**config.mk**
```make
export PLATFORM = sky130hd
export DESIGN_NAME = pulse_stretch
export DESIGN_NICKNAME = d
export VERILOG_FILES = /design/src/rtl/pulse_stretch_pkg.sv /design/src/rtl/pulse_stretch_sat_counter.sv /design/src/rtl/pulse_stretch.sv
export SDC_FILE = /design/constraint.sdc
export NUM_CORES = 1
export LEC_CHECK = 0
export CAP_MARGIN = 25
export CORE_UTILIZATION = 52
export DETAILED_ROUTE_END_ITERATION = 8
export GPL_TIMING_DRIVEN = 0
export HOLD_SLACK_MARGIN = 0.08
export PLACE_DENSITY = 0.77
export SLEW_MARGIN = 20
export SYNTH_ARGS = -nofsm -noshare
export SYNTH_HDL_FRONTEND = slang
export SYNTH_SLANG_ARGS = --single-unit
```
**constraint.sdc**
```tcl
create_clock -name clk -period 2.55 [get_ports clk]
set_clock_uncertainty 0.2 [all_clocks]
set_input_delay 0.51 -clock clk [delete_from_list [all_inputs] [get_ports clk]]
set_output_delay 0.51 -clock clk [all_outputs]
set_load 0.005 [all_outputs]
```
**src/rtl/pulse_stretch_pkg.sv**
```systemverilog
// Shared types and default timing for the pulse stretcher.
package pulse_stretch_pkg;

  typedef enum logic [1:0] {
    IDLE = 2'd0,
    ON   = 2'd1,
    GAP  = 2'd2
  } state_t;

  // 1 ms on / 1 ms gap at a 100 MHz clock
  localparam int DEFAULT_ON_CYCLES  = 100000;
  localparam int DEFAULT_GAP_CYCLES = 100000;
  localparam int DEFAULT_CNT_W      = 20;
  localparam int DEFAULT_PEND_W     = 4;

endpackage

```
**src/rtl/pulse_stretch_sat_counter.sv**
```systemverilog
// Up/down event counter that saturates at its maximum and never underflows.
module pulse_stretch_sat_counter #(
  parameter int W = 4
) (
  input  logic         clk,
  input  logic         rst,
  input  logic         i_inc,
  input  logic         i_dec,
  output logic [W-1:0] o_count,
  output logic         o_drop
);

  logic [W-1:0] r_count;
  logic         w_full;

  assign w_full  = (r_count == {W{1'b1}});
  // Simultaneous inc and dec cancel, so a full counter only drops an unpaired inc
  assign o_drop  = i_inc && !i_dec && w_full;
  assign o_count = r_count;

  always_ff @(posedge clk) begin
    if (rst) begin
      r_count <= '0;
    end else if (i_inc && !i_dec && !w_full) begin
      r_count <= r_count + 1'b1;
    end else if (i_dec && !i_inc && (r_count != '0)) begin
      r_count <= r_count - 1'b1;
    end
  end

endmodule

```
**src/rtl/pulse_stretch.sv**
```systemverilog
// Stretches single-cycle event strobes into fixed on-time blinks with a queue.
// Define PULSE_STRETCH_ACTIVE_LOW_EN to drive led_out active-low.
module pulse_stretch
  import pulse_stretch_pkg::*;
#(
  parameter int ON_CYCLES  = DEFAULT_ON_CYCLES,
  parameter int GAP_CYCLES = DEFAULT_GAP_CYCLES,
  parameter int CNT_W      = DEFAULT_CNT_W,
  parameter int PEND_W     = DEFAULT_PEND_W
) (
  input  logic              clk,
  input  logic              rst,
  input  logic              pulse_in,
  output logic              led_out,
  output logic              busy,
  output logic [PEND_W-1:0] pending,
  output logic              overflow
);

`ifdef PULSE_STRETCH_ACTIVE_LOW_EN
  localparam logic LED_ON = 1'b0;
`else
  localparam logic LED_ON = 1'b1;
`endif

  state_t             r_state, w_state_next;
  logic [CNT_W-1:0]   r_cnt, w_cnt_next;
  logic [PEND_W-1:0]  w_pending;
  logic               w_have_pend, w_start, w_inc, w_dec, w_drop;
  logic               w_on_last, w_gap_last;
  logic               r_led, r_busy, r_overflow;

  assign w_have_pend = (w_pending != '0);
  assign w_on_last   = (r_cnt == CNT_W'(ON_CYCLES - 1));
  assign w_gap_last  = (r_cnt == CNT_W'(GAP_CYCLES - 1));

  always_comb begin
    w_state_next = r_state;
    w_cnt_next   = r_cnt + 1'b1;
    w_start      = 1'b0;
    case (r_state)
      IDLE: begin
        w_cnt_next = '0;
        if (pulse_in || w_have_pend) begin
          w_state_next = ON;
          w_start      = 1'b1;
        end
      end
      ON: begin
        if (w_on_last) begin
          w_state_next = GAP;
          w_cnt_next   = '0;
        end
      end
      GAP: begin
        if (w_gap_last) begin
          w_cnt_next = '0;
          if (pulse_in || w_have_pend) begin
            w_state_next = ON;
            w_start      = 1'b1;
          end else begin
            w_state_next = IDLE;
          end
        end
      end
      default: begin
        w_state_next = IDLE;
        w_cnt_next   = '0;
      end
    endcase
  end

  // A starting blink takes the oldest queued event; pulse_in is queued unless it is the one consumed
  assign w_dec = w_start && w_have_pend;
  assign w_inc = pulse_in && !(w_start && !w_have_pend);

  pulse_stretch_sat_counter #(
    .W (PEND_W)
  ) u_pend (
    .clk     (clk),
    .rst     (rst),
    .i_inc   (w_inc),
    .i_dec   (w_dec),
    .o_count (w_pending),
    .o_drop  (w_drop)
  );

  always_ff @(posedge clk) begin
    if (rst) begin
      r_state    <= IDLE;
      r_cnt      <= '0;
      r_led      <= ~LED_ON;
      r_busy     <= 1'b0;
      r_overflow <= 1'b0;
    end else begin
      r_state    <= w_state_next;
      r_cnt      <= w_cnt_next;
      r_led      <= (w_state_next == ON) ? LED_ON : ~LED_ON;
      r_busy     <= (w_state_next != IDLE);
      r_overflow <= r_overflow | w_drop;
    end
  end

  assign led_out  = r_led;
  assign busy     = r_busy;
  assign pending  = w_pending;
  assign overflow = r_overflow;

endmodule

```
; After elaboration in Yosys (flattened, before gate mapping)
; Index checks and enable logic that the tools add are counted.
[word_totals]
reg_bits = 29
inputBits = 3
[op_classes]
mux = 11
n_bitwise = 2
add_sub_neg = 3
eq_ne = 5
n_reduce_logical = 20
[ops]
columns = cell, count
row1 = $add A20 B1 Y20 const B, 1
row2 = $eq A20 B17 Y1 const B, 1
row3 = $logic_and A1 B1 Y1, 8
row4 = $mux W4, 2
row5 = $mux W2, 3
row6 = $pmux W2 S3, 1
row7 = $logic_not A1 Y1, 5
row8 = $add A4 B1 Y4 const B, 1
row9 = $eq A2 B1 Y1 const B, 2
row10 = $eq A4 B4 Y1 const B, 1
row11 = $mux W1, 4
row12 = $reduce_bool A2 Y1, 2
row13 = $reduce_bool A4 Y1, 1
row14 = $sub A4 B1 Y4 const B, 1
row15 = $reduce_or A3 Y1, 1
row16 = $eq A2 B2 Y1 const B, 1
row17 = $logic_not A2 Y1, 1
row18 = $pmux W1 S2, 1
row19 = $reduce_or A2 Y1, 1
row20 = $logic_or A1 B1 Y1, 1
row21 = $not A1 Y1, 1
row22 = $or A1 B1 Y1, 1

; Logic depth before layout (Yosys ltp)
; Gate-level depths: netlist of the first run.
[logic_depth]
ltp_word = 13
depth_mapped = 11
mapped_depth_nobuf = 10

; Modules after synthesis
; Synthesis of the first run repeated with hierarchy kept, for this count alone.
[hier_totals]
hier_cells = 167
area_unflattened_um2 = 1527.7
[by_module_without_submodules]
columns = module, instances, area_each_um2, cells_per_inst
row1 = pulse_stretch, 1, 1229.9, 138
row2 = pulse_stretch_sat_counter, 1, 297.8, 29

; Least setup slack after synthesis of the first run
; No wires, ideal clock.
[synth_path]
path_type = reg-to-reg
start = reg r_state[1]
end = reg u_pend.r_count[3] (netlist: u_pend.o_count[3])
stages_incl_launch_ff = 11
path_slack_ps = -257
arrival_time_ps = 2543
period_less_slack_ps = 2807
required_time_ps = 2286
setup_time_ps = 64
n_path_buf = 0
cell_sequence = dfxtp_1 -> inv_1 -> ha_1 -> or3_1 -> a31oi_4 -> inv_1 -> ha_1 -> a21o_1 -> a21oi_1 -> or4bb_1 -> nand4_1
[synth_between]
elab_chain_cells = 9
elab_cells_between_ends = 15
classes_between = eq/ne: 1 / mux: 2 / reduce/logical: 12
[synth_lines]
columns = item, line_no
row1 = "start, declared", pulse_stretch.sv:26  ; state_t r_state, w_state_next;
row2 = "start signal, assigned", pulse_stretch.sv:96  ; r_state <= w_state_next;
row3 = $eq A2 B2 Y1 / $logic_not A2 Y1 (equally long branches), pulse_stretch.sv:41  ; case (r_state)
row4 = $pmux W1 S2 *, pulse_stretch.sv:41
row5 = $logic_and A1 B1 Y1, pulse_stretch.sv:75  ; assign w_inc = pulse_in && !(w_start && !w_have_pend);
row6 = $logic_not A1 Y1, pulse_stretch.sv:75
row7 = $logic_and A1 B1 Y1, pulse_stretch.sv:75
row8 = $logic_not A1 Y1, pulse_stretch_sat_counter.sv:26  ; end else if (i_dec && !i_inc && (r_count != '0)) begin
row9 = $logic_and A1 B1 Y1 (2 in series), pulse_stretch_sat_counter.sv:26
row10 = $reduce_bool A2 Y1 (no line), n/a
row11 = "end signal, assigned", pulse_stretch_sat_counter.sv:25  ; r_count <= r_count + 1'b1;
row12 = "end signal, assigned", pulse_stretch_sat_counter.sv:27  ; r_count <= r_count - 1'b1;
row13 = "end, declared", pulse_stretch_sat_counter.sv:13  ; logic [W-1:0] r_count;
; Mark *: on every way between the ends. The rest lies on a longest branch, timed or not.
; A chain may end at the register's enable or synchronous reset.

; Worst setup path in the final report of the first run
[layout_path]
start = reg u_pend.r_count[1] (netlist: u_pend.o_count[1])
end = reg u_pend.r_count[3] (netlist: u_pend.o_count[3])
[layout_between]
elab_chain_cells = 12
elab_cells_between_ends = 23
classes_between = add/sub: 2 / eq/ne: 1 / mux: 5 / reduce/logical: 15
[layout_lines]
columns = item, line_no
row1 = $reduce_bool A4 Y1, "pulse_stretch_sat_counter.sv:26, pulse_stretch.sv:33"
row2 = $logic_or A1 B1 Y1, "pulse_stretch.sv:44, pulse_stretch.sv:58"
row3 = $mux W1, "pulse_stretch.sv:44, pulse_stretch.sv:58"
row4 = $mux W1, pulse_stretch.sv:56  ; if (w_gap_last) begin
row5 = $pmux W1 S2, pulse_stretch.sv:41
row6 = $logic_and A1 B1 Y1, pulse_stretch.sv:75
row7 = $logic_not A1 Y1, pulse_stretch.sv:75
row8 = $logic_and A1 B1 Y1, pulse_stretch.sv:75
row9 = $logic_not A1 Y1, pulse_stretch_sat_counter.sv:26
row10 = $logic_and A1 B1 Y1 (2 in series), pulse_stretch_sat_counter.sv:26
row11 = $reduce_bool A2 Y1 (no line), n/a
; Parallel ways exist; a longest one is shown, timed or not. The select of a mux whose other input is x is not followed.

==> impl_results.md, run 1 <==
- # setup viols final: 0
- DIE WIDTH: between 50 and 60 um
- Pin count of the biggest net entering global routing: 11
- Routability cong.: between 0.8 and 0.9
- Vias per cell: 5.623
- CP cell instances: and4_1 -> or3_4 -> a31oi_4 -> inv_2 -> ha_4 -> a21o_1 -> a21oi_2 -> or4bb_1 -> nand4_1
- Post-synth EDFFs: 0
- Syn. warnings: 0
- Synth Area in Adders: 7.078%
- Num CTS Buffers: 5
- DRC: 0
- Commonest non-fill, non-tap cell in the layout: nor2_1
- DIE AREA: 3144 sq um
- #FFs+latches synth: 29
- Die extent in y: 56.07 um
- Hold EP: overflow$_SDFF_PP0_
- Register area share after synthesis: between 30% and 40%
- Compound-gate portion of the synthesized area: ~8.3%
- Max Cap Viol: 0
- Global-route wire length before repair: 5216 um
- Type of the worst min-delay path: flip-flop to flip-flop
- WL final: 3067 um
- Crit path kind: flip-flop to flip-flop
- GRT overflow: 0
- Clock Latency Late Sink: 340 ps
- Final core occ: 70.78%
- FF-to-FF End: u_pend.o_count[3]$_SDFFE_PP0P_
- FP Rows: 19
- Worst r2r path cells: 9
- Mapped Cells: 170
- DR WL/cell: around 13 um
- Max-slew violations: 0
- Starting Density: about 55%
- Antenna Cells: 0
- RSZ-0062 raised after global routing: true
- DR pass1 iterations: 4
- Detailed placer's ending HPWL: approximately 2100 um
- Critical path required time: 2630 ps
- CP startpoint: u_pend.o_count[1]$_SDFFE_PP0P_
- Relative slew margins: 69.67%
- Max stage delay on crit path: 410 ps
- Longest Clk Path Bufs: 2
- Multiplexer share of the synthesized area: approximately 2.1%
- Synth Flop Type: dfxtp_1
- HP Start: overflow$_SDFF_PP0_
- Main combinational cell family by area after synthesis: simple AND/OR/NAND/NOR gates
- Worst Tran Pin Value: 451.9 ps
- CTS tree: yes
- Post-Synth Simple-Gate Area: 29.88%
- 1st-iter DRT viols: 85
- Asr flop ratio synth: 0%
- Crit-path max FO: 3
- Final hold violation count: 0
- Synth Cell Area: 1520 sq um
- Root buffer cell: clkbuf_4
- Status: completed
- Core Box Area: 2758 sq um
- Initial antenna violation count: 0
- Share of cells above drive strength 1: between 20% and 30%
- Final Cycle Share: 98.57%
- Critical-path top delay cell: or4bb_1
- Htree depth: 2
- Leak Pwr: 0.7000 nW
- Worst-path clk slew: 100 ps
- Critical R2R Launch: u_pend.o_count[1]$_SDFFE_PP0P_
- PD cells: 791.2 nW/um^2
- Fmax: 0.3978 GHz
- CP Capture Type: flip-flop
- Area delta synth->final: 28.39%
- Final #Nets: between 200 and 250
- Worst R2R Setup Slack: about 36 ps
- Clk sinks: 29
- CP Launch Type: flip-flop
- Peak supply drop: roughly 0.75 mV
- Number of port buffers: 9
- Synth Area in XOR/XNOR: 10.95%
- Hold Path Stages: 2
- Distinct cells, synth: between 40 and 50
- Post-Syn Area per Cell: 8.942 sq um
- All-Layer GR Usage: about a fifth
- Io pins: 10
- Post-DRT Antenna Nets: 0
- WHS: 275.8 ps
- Most frequent cells in the layout: 28 x nor2_1, 19 x dfxtp_1, 14 x buf_4
- Vias in the first global route: 1208
- Mapped Nets: 181
- Critical Path AT: 2590 ps
- Post-layout min period: 2514 ps
- Via count: 1299
[synthesized netlist by cell type, types with 3 or more instances]
cell       n  area share, %
a21oi_1    3           0.99
and4_4     3            2.2
inv_1      6            1.5
nand2_1   11            2.7
dfxtp_1   29             38
ha_1       7            5.8
nor2b_1    3            1.2
xor2_1     8            4.6
nand3_1    8            2.6
nor2_1    28            6.9
nor3_1     7            2.3
nor4_1     4            1.6
clkbuf_1   3           0.74
xnor2_1   11            6.3
nand4_1    7            2.9
[flip-flops by register name, summed over array words and instances (netlist names)]
| register | cells |
|---|---|
| busy | 1 |
| overflow | 1 |
| led_out | 1 |
| r_state | 2 |
| r_cnt | 20 |
| u_pend.o_count | 4 |
[critical path: cells and delay by family (launching register included)]
kind	cells	cell delay, ps
AND/OR/NAND/NOR	4	1090
AO/OA/AOI/OAI	3	510
flip-flops	1	360
adder cells (fa/ha/maj)	1	220
buffers and inverters	1	90
[repair_timing]
action	in CTS	in global routing
endpoints found under the setup margin	2	2
hold buffers	0	0
pin swaps	3	7
gates resized for setup	11	14
buffers inserted	7	7
[layer usage]
layer,GRT usage [%],vias up,share of wire (%)
li1,-,662,-
met1,26.21,621,45
met2,34.18,11,51
met3,7.674,5,2.2
met4,8.362,0,1.4
met5,0,-,0
[logic make-up (layout without fill, tap and decap cells)]
logic type | Yosys count | count (layout)
adders and majority gates | 8 | 8
AOI/OAI and AO/OA | 15 | 15
DFF | 29 | 29
muxes | 3 | 3
buffers and inverters | 11 | 41
and+or+nand+nor | 85 | 85
xor gates and xnor gates | 19 | 19
[report_power, final]
group | internal, W | total (W) | switching [W]
Combinational | 0.000295 | 0.000535 | 0.000240
Sequential | 0.000509 | 0.000541 | 0.0000321
Clock | 0.000303 | 0.000468 | 0.000165
Total | 0.00111 | 0.00154 | 0.000437
[how the worst max path moves through the flow]
stage / slack [ps] / cells past startpoint / to
finish: 40 / 9 / u_pend.o_count[3]$_SDFFE_PP0P_
global route: -90 / 10 / u_pend.o_count[3]$_SDFFE_PP0P_
CTS: 2 / 9 / u_pend.o_count[3]$_SDFFE_PP0P_
detailed placement: -670 / 10 / u_pend.o_count[3]$_SDFFE_PP0P_
global placement: -580 / 10 / u_pend.o_count[3]$_SDFFE_PP0P_
floorplan: 20 / 11 / u_pend.o_count[3]$_SDFFE_PP0P_
[per-stage QoR]
| stage | setup WS (ps) | cell area (sq um) | TNS (ps) | cells | power [W] |
|---|---|---|---|---|---|
| finish | 36.42 | 1952 | 0 | 231 | 0.001544 |
| global route | -91.82 | 1952 | -132.3 | 231 | 0.001640 |
| CTS | 1.785 | 1857 | 0 | 224 | 0.001470 |
| detailed placement | -671.9 | 1667 | -1420 | 210 | 0.0009429 |
| global placement | -579.4 | 1667 | -1155 | 210 | 0.0009171 |
| floorplan | 19.57 | 1538 | 0 | 170 | 0.0008080 |
[cell type report]
class | count | area, sq um
buffer | 4 | 22.52
clock buffer | 5 | 37.54
clock inverter | 3 | 65.06
fill | 204 | 805.8
inverter | 6 | 22.52
multi-input combinational | 130 | 964.7
sequential | 29 | 605.6
tap | 31 | 38.79
timing repair buffer | 23 | 195.2
(Power assumes the default switching activity.)
==> inputs of run 2 (changes only) <==
--- a/config.mk
+++ b/config.mk
@@ -5,6 +5,7 @@
 export SDC_FILE = /design/constraint.sdc
 export NUM_CORES = 1
 export LEC_CHECK = 0
+export ABC_AREA = 1
 export CAP_MARGIN = 25
 export CORE_UTILIZATION = 52
 export DETAILED_ROUTE_END_ITERATION = 8
==> run 2 against run 1 <==
Compared with the run above:
- design area decreased by 6.1%
- global-route usage decreased by 1.2 points
- clock power increased by 2%
- critical path depth increased by 5
- worst setup slack improved by 120 ps
- register-to-register slack improved by 140 ps
- worst hold slack got worse by 52 ps
- sequential share of layout area increased by 0.71 points
- first-iteration DRC count decreased by 52%
- via count increased by 2.8%
- synthesized cell count increased by 26%
- combinational power decreased by 13%
==> impl_results.md, run 2 <==
- Status: completed
- Routability cong.: 0.8473
- FP Rows: 19
- Sequential cell area: 581.8 sq um
- Peak supply drop: 0.7862 mV
- Synth Cell Area: approximately 1500 sq um
- Via count: 1336
- Longest Clk Path Bufs: 2
- Clock share of power: between 30% and 40%
- DIE AREA: 3201 sq um
- Leak Pwr: 0.7197 nW
- Clock Latency Late Sink: around 350 ps
- DR pass1 iterations: 4
- Gate power share: between 30% and 40%
- Area delta synth->final: 18.34%
- CTS tree: yes
- Num CTS Buffers: 5
- Mapped Nets: between 200 and 250
- Multi-input gate area: between 800 and 900 sq um
- # setup viols final: 0
- CP Launch Type: input pin
- 1st-iter DRT viols: between 40 and 50
- Final core occ: 65.90%
- Critical-path top delay cell: clkdlybuf4s50_1
- Setup TNS: 0 ps
- Post-Syn Area per Cell: 7.238 sq um
- Max Cap Viol: 0
- Clk sinks: 29
- Io pins: 10
- CP cell instances: clkdlybuf4s50_1 -> inv_1 -> nand3_2 -> nand2_1 -> inv_1 -> nand3_4 -> nand3_4 -> ha_1 -> a21o_1 -> a21oi_2 -> nand4_1 -> nand4_1 -> nand2_1 -> nor2_1
- Critical Path AT: around 2500 ps
- Htree depth: 2
- Net Sw Power: about 0.00048 W
- Sw Share: approximately a third
- Asr flop ratio synth: 0%
- DRC: 0
- Vias in the first global route: 1200
- Detailed placer's ending HPWL: 2115 um
- Commonest non-fill, non-tap cell in the layout: nand2_1
- Register area share after synthesis: 37.48%
- WL final: 2862 um
- All-Layer GR Usage: 20.18%
- Number of port buffers: 9
- Fmax: roughly 0.42 GHz
- Most frequent cells in the layout: 37 x nand2_1, 33 x nor2_1, 28 x dfxtp_1
- Synth area leaders: dfxtp_1 37%, nand2_1 9.2%, nor2_1 8.2%
- Most numerous cell in the Yosys netlist: nand2_1
- Share of cells above drive strength 1: approximately an eighth
- Worst Tran Pin Value: between 300 and 400 ps
- Synth Flop Type: dfxtp_1
- Worst-path clk slew: 100 ps
- CP Capture Type: flip-flop
- Final #Nets: 243
- Global-route wire length before repair: 4912 um
- # fillers: 252
- PD cells: about 830 nW/um^2
- Type of the worst min-delay path: flip-flop to flip-flop
- Critical path required time: 2630 ps
- Max stage delay on crit path: 420 ps
- Initial antenna violation count: 0
- Antenna Cells: 0
- Internal power: 0.001039 W
- Largest Register: r_cnt
- Synth area leader: dfxtp_1
- Synth top area share: between 30% and 40%
- Vias per cell: 5.061
- Sequential power share: 37.8%
- Crit path kind: input pin to flip-flop
- Final hold violation count: 0
- DIE WIDTH: 56.58 um
- Core Box Area: 2781 sq um
- Die extent in y: 56.58 um
- Overall Power: 0.001516 W
- Max-slew violations: 0
- Crit-path max FO: 4
- #FFs+latches synth: 29
- Distinct cells, synth: 27
- Relative slew margins: between 70% and 80%
- Commonest cells post-synth: 38 x nand2_1, 34 x nor2_1, 29 x dfxtp_1, 27 x inv_1, 14 x a21oi_1
- Root buffer cell: clkbuf_4
- Final Cycle Share: roughly 94%
- Post-DRT Antenna Nets: 0
- Pin count of the biggest net entering global routing: 11
- Starting Density: a little under three fifths
- Post-layout min period: around 2400 ps
- RSZ-0062 raised after global routing: false
- CP bufs+invs: 3
- Max reg flops: 20
- GRT overflow: 0
- Mapped Cells: 214
- Syn. warnings: 0
- Post-synth EDFFs: 0
- Cell family with most CP delay: simple AND/OR/NAND/NOR gates
- DR WL/cell: 10.84 um
## run 2: cell types whose count changed after synthesis, moves of 5 or more
cell | previous run | this run
xnor2_1 | 11 | 1
inv_1 | 6 | 27
o21ai_0 | 1 | 6
a21oi_1 | 3 | 14
nand2_1 | 11 | 38
nor2_1 | 28 | 34
## run 2: metrics by stage
step / hold slack [ps] / instance area, sq um / std cells / worst slack, ps
after floorplan: 217.5 / 1549 / 214 / 189.6
after global placement: 230.0 / 1678 / 254 / -328.5
after detailed placement: 246.8 / 1678 / 254 / -373.6
after CTS: 271.0 / 1800 / 263 / 14.46
after global routing: 247.4 / 1833 / 264 / 4.194
final: 223.4 / 1833 / 264 / 153.7
## run 2: routing by layer
| layer | global-route usage [%] | part of all wire, % | vias to the layer above |
|---|---|---|---|
| met3 | 7.604 | 2.7 | 7 |
| met2 | 29.92 | 43 | 16 |
| met4 | 9.408 | 2.0 | 0 |
| met5 | 0 | 0 | - |
| li1 | - | - | 728 |
| met1 | 25.79 | 52 | 585 |
## run 2: power groups by stage
stage          clock network (W)  registers [W]  logic [W]
4_1_cts                 0.000494       0.000571   0.000453
3_5_place_dp                   0       0.000581   0.000443
2_1_floorplan                  0       0.000573   0.000298
3_3_place_gp                   0       0.000581   0.000432
5_1_grt                 0.000509       0.000583   0.000534
6_report                0.000478       0.000573   0.000466
## run 2: worst paths after layout
path / from / endpoint / slack [ps] / cells past startpoint
setup / recovery: pulse_in / u_pend.o_count[3]$_SDFFE_PP0P_ / 150 / 14
hold / removal: r_cnt[0]$_SDFF_PP0_ / r_cnt[0]$_SDFF_PP0_ / 220 / 1
setup reg to reg: r_state[0]$_SDFF_PP0_ / u_pend.o_count[3]$_SDFFE_PP0P_ / 180 / 11
hold reg to reg: r_cnt[0]$_SDFF_PP0_ / r_cnt[0]$_SDFF_PP0_ / 220 / 1
## run 2: logic make-up after synthesis
kind of cell	Yosys count	synth area share [%]
flops	29	37.48
buf+inv	29	7.189
fa+ha+maj	8	6.946
simple gates	113	34.09
compound gates	27	9.775
xor+xnor	8	4.524
## run 2: timing repair
item	in CTS	in global routing
resized for setup	3	6
pin swaps	0	3
setup endpoints to repair	1	1
buffers inserted	1	1
hold buffers	0	0
## run 2: area by class of cell
type	count	area share (%)
flip-flops and latches	29	31.74
clock inverters	3	3.549
clock buffers	5	2.048
plain buffers	2	0.5461
inverters	27	5.529
well taps	31	2.116
multi-input cells	156	48.74
repair buffers	11	5.734
==> RTL change 1, RTL diff (settings of run 1) <==
Add a define of `PULSE_STRETCH_ACTIVE_LOW_EN`.
--- a/src/rtl/pulse_stretch.sv
+++ b/src/rtl/pulse_stretch.sv
@@ -2,2 +2,4 @@
 // Define PULSE_STRETCH_ACTIVE_LOW_EN to drive led_out active-low.
+`define PULSE_STRETCH_ACTIVE_LOW_EN
+
 module pulse_stretch
Check against the original RTL: not equivalent (a bounded check fails within 4 cycles, from zero or initial values and one cycle with rst high).
==> RTL change 1 against run 1 <==
  * Design area down 6.0%
  * Total power down 11%
  * Maximum frequency up 1.7%
  * Routed wire length up 3.8%
  * Area after synthesis up 1.7%
  * Worst setup slack better by 41 ps
  * Sequential cell count unchanged
  * Critical endpoint unchanged
==> RTL change 1: results (changes against run 1) <==
| Metric | Value |
|---|---|
| Status | `completed` |
| Worst Setup SP | `r_cnt[0]` |
| R2R depth | `11 (+2)` |
| Vias in the first global route | `1261 (+4.4%)` |
| Vias per std cell | `5.665 (+0.74%)` |
| Lkg Pwr | `0.6559 nW (-6.3%)` |
| Crit path max fanout | `5 (+2)` |
| IO Port Bufs | `8 (-1)` |
| First-pass GRT wire length | `5457 um (+4.6%)` |
| Hpwl dp | `2293 um (+11%)` |
| Top cell types by occurrence after synthesis | `dfxtp_1 (29), nor2_1 (26), xor2_1 (11)` |
| Crit path DAT | `2530 ps (-60 ps)` |
| Setup Slack @ Placement | `-365.3 ps (+306.7 ps)` |
| VDD IR max | `667.2 uV (-11%)` |
| Syn Nets | `182 (+0.55%)` |
| Drt first pass iters | `5 (+1)` |
| Layout cells sized above 1 | `21.43% (-5.6 points)` |
| Nets | `206 (-1.9%)` |
| Relative slew slack | `54.00% (-16 points)` |
| Worst setup margin | `77.34 ps (+40.93 ps)` |
| Seq/Total Area, Yosys | `37.54% (-0.65 points)` |
| Area contributors post-synth | `dfxtp_1 (38%), nor2_1 (6.3%), xor2_1 (6.2%)` |
| Crit-path max cell delay | `370 ps (-40 ps)` |
| GP Congestion | `0.7690 (-5.4%)` |
| Final WL | `3184 um (+3.8%)` |
| Netlist cell types | `47 (+15%)` |
[RTL change 1: area by class of cell]
class	instances	area [um2]	area share (%)
multi-input cells	132	957.2	52.18
flip-flops and latches	29	586.8	31.99
repair buffers	17	150.1	8.186
clock buffers	6	41.29	2.251
well taps	31	38.79	2.115
plain buffers	4	25.02	1.364
inverters	6	25.02	1.364
clock inverters	2	10.01	0.5457
[RTL change 1: worst min path at each step]
stage               endpoint  slack, ps     start
CTS                 overflow        260  overflow
global placement    overflow        230  overflow
finish              overflow        260  overflow
global route        overflow        290  overflow
detailed placement  overflow        240  overflow
floorplan           r_cnt[0]        230  r_cnt[0]
[RTL change 1: kinds of logic (layout without fill, tap and decap cells)]
| kind of cell | Yosys count | after routing |
|---|---|---|
| compound gates | 27 | 27 |
| xor+xnor | 19 | 19 |
| flops | 29 | 29 |
| simple gates | 78 | 78 |
| buf+inv | 10 | 35 |
| fa+ha+maj | 8 | 8 |
[RTL change 1: routing by layer]
metal	GRT usage, %	routed length, um
met3	5.760	118
met4	10.10	42
met2	39.16	1546
met5	0	0
met1	24.68	1477
[RTL change 1: timing repair]
action,CTS,global route
endpoints found under the setup margin,1,1
buffers inserted,5,4
hold buffers,0,0
resized for setup,6,6
pin swaps,3,6
[RTL change 1: power by group]
part | internal [mW] | switching [mW] | leakage, nW
registers | 0.501 | 0.0748 | 0.237
logic | 0.282 | 0.255 | 0.387
clock network | 0.105 | 0.157 | 0.0320
total | 0.889 | 0.487 | 0.656
[RTL change 1: through the flow]
| stage | std cells | power (mW) | hold slack, ps |
|---|---|---|---|
| 2_1_floorplan | 171 | 0.9031 | 231.3 |
| 3_3_place_gp | 210 | 1.034 | 232.5 |
| 3_5_place_dp | 210 | 1.060 | 241.4 |
| 4_1_cts | 223 | 1.343 | 255.4 |
| 5_1_grt | 227 | 1.463 | 285.6 |
| 6_report | 227 | 1.376 | 255.5 |
[RTL change 1: critical path: cells and delay by family, from the launching register on]
family,cells,cell delay [ps]
compound gates,4,670
buf+inv,2,180
fa+ha+maj,2,360
simple gates,3,650
flops,1,340
==> RTL change 2, RTL diff (flow settings as in run 1) <==
Without the edit above. The 3 states of `state_t` get a one-hot encoding in 3 bits.
--- a/src/rtl/pulse_stretch_pkg.sv
+++ b/src/rtl/pulse_stretch_pkg.sv
@@ -3,6 +3,6 @@
 
-  typedef enum logic [1:0] {
-    IDLE = 2'd0,
-    ON   = 2'd1,
-    GAP  = 2'd2
+  typedef enum logic [2:0] {
+    IDLE = 3'b001,
+    ON   = 3'b010,
+    GAP  = 3'b100
   } state_t;
Function: no difference found for any inputs over 10 cycles, from zero or initial values and one cycle with rst high; not proved beyond that.
==> RTL change 2 against run 1 <==
  * Clock power decreased by 25%
  * Worst setup slack got worse by 4.8 ps
  * Sequential cell count up 1
  * Count of clock-buffer cells in the layout rose by 3
  * Area after synthesis shrank 2.1%
  * Synthesized cell count shrank 2.4%
  * Routed wire length shrank 4.9%
  * Hold slack better by 28 ps
  * Largest power group is now combinational cells
  * Design area down 6.3%
  * Total power rose by 2.8%
  * Combinational power rose by 17%
  * Final cell count shrank 3.9%
==> RTL change 2: results (changes against run 1) <==
| Metric | Value |
|---|---|
| Status | `completed` |
| Maximum root-to-sink buffer count | `2 (unchanged)` |
| Worst-Skew Late Latency | `340 ps (about the same)` |
| Antenna diode count | `0 (unchanged)` |
| P_clk | `0.353 mW (-25%)` |
| Crit path max-delay cell type | `dfxtp_4` |
| Crit-path max cell delay | `360 ps (-50 ps)` |
| Hpwl dp | `1972 um (-4.4%)` |
| Nets | `197 (-6.2%)` |
| Hold path depth | `2 (unchanged)` |
| Netlist cell types | `37 (-9.8%)` |
| Area contributors post-synth | `dfxtp_1 (40%), nor2_1 (8.1%), xnor2_1 (7.1%)` |
| Top cell types by occurrence after synthesis | `nor2_1 (32), dfxtp_1 (30), xnor2_1 (12)` |
| CTS H-Tree Depth | `2 (unchanged)` |
| VDD IR max | `833.9 uV (+11%)` |
| Layout fillers | `226 (+11%)` |
| Lkg Pwr | `0.6554 nW (-6.4%)` |
| R2R depth | `10 (+1)` |
| Hold buffers post-CTS | `0 (unchanged)` |
| Seq pwr share | `38.2% (+3.1 points)` |
| Final WL | `2918 um (-4.9%)` |
| Compound-Gate Fraction of Synth Area | `6.392% (-1.9 points)` |
| First-pass GRT wire length | `4892 um (-6.2%)` |
| Psw | `0.5070 mW (+16%)` |
| Placed cell area | `1632 um2 (-2.1%)` |
| Slew @ Worst Pin | `418.3 ps (-33.55 ps)` |
| Worst-path clk slew | `90 ps` |
| Hold Crit Class | `flop to flop` |
| Seq/Total Area, Yosys | `40.37% (+2.2 points)` |
| GRT Util Overall | `20.70% (-0.68 points)` |
| Adder-cell share of the synthesized area | `3.869% (-3.2 points)` |
| Vias in the first global route | `1112 (-7.9%)` |
| Syn Nets | `173 (-4.4%)` |
| Crit path DAT | `2550 ps (-40 ps)` |
| Crit path max fanout | `3 (unchanged)` |
| Largest family of logic cells by synthesized area | `simple AND/OR/NAND/NOR gates` |
| Top FF cell, synth | `dfxtp_1` |
| Post-synthesis mux area share | `5.130% (+3.0 points)` |
| GP Congestion | `0.7632 (-6.1%)` |
| Asr flop ratio synth | `0% (unchanged)` |
| Largest net degree at the start of global routing | `11 (unchanged)` |
| Cell family with most CP delay | `simple AND/OR/NAND/NOR gates` |
| CTS Buf Count | `5 (unchanged)` |
| Drt first pass iters | `4 (unchanged)` |
| Initial DRC Count | `21 (-75%)` |
| Layout cells sized above 1 | `17.80% (-9.2 points)` |
| Initial antenna violation count | `0 (unchanged)` |
| Total global routing overflow | `0 (unchanged)` |
| Most flops, register | `r_cnt` |
| Post-Synth XOR/XNOR Area | `11.77% (+0.83 points)` |
| Root Buffer | `clkbuf_4` |
| Syn. warnings | `0 (unchanged)` |
| IO Port Bufs | `9 (unchanged)` |
| Max reg flops | `20 (unchanged)` |
| Via count | `1226 (-5.6%)` |
[RTL change 2: cell count changes in the layout (fill, tap and decap cells not counted), sizes merged, moves of 3 or more]
cell	delta
nand3	-4
ha	-4
buf	-4
nand2b	+5
nor2	+4
nor2b	+3
[RTL change 2: area by class of cell]
type                            instances  area [um2]  share of cell area [%]
Multi-Input combinational cell        127       915.9                   50.07
Sequential cell                        30       608.1                   33.24
Timing Repair Buffer                   17       150.1                   8.208
Clock buffer                            8       78.83                   4.309
Tap cell                               31       38.79                   2.120
Buffer                                  5       22.52                   1.231
Inverter                                4       15.01                  0.8208
[RTL change 2: per-stage QoR]
step	util [%]	std cells	power, mW	setup WS, ps	TNS [ps]
floorplan	-	166	1.027	7.467	0
global route	66.91	222	1.697	-62.27	-68.52
detailed placement	59.68	206	1.201	-303.2	-366.5
CTS	65.40	220	1.582	6.966	0
global placement	59.68	206	1.172	-262.6	-262.6
finish	66.91	222	1.587	31.66	0
[RTL change 2: path summary, 6_finish.rpt]
| path | from | endpoint | slack, ps |
|---|---|---|---|
| hold reg to reg | overflow | overflow | 300 |
| setup / recovery | r_cnt[14] | u_pend.o_count[3] | 30 |
| hold / removal | overflow | overflow | 300 |
| setup reg to reg | r_cnt[14] | u_pend.o_count[3] | 30 |
[RTL change 2: routing by layer]
| layer | track usage, % | up-vias | routed length, um |
|---|---|---|---|
| met1 | 25.38 | 579 | 1312 |
| met4 | 7.500 | 0 | 42 |
| met5 | 0 | - | 0 |
| met2 | 33.73 | 23 | 1452 |
| li1 | - | 618 | - |
| met3 | 7.026 | 6 | 111 |
[RTL change 2: repair_timing]
action	in CTS	in global routing
pin swaps	6	4
setup endpoints to repair	1	1
setup buffers	6	2
gates resized for setup	5	5
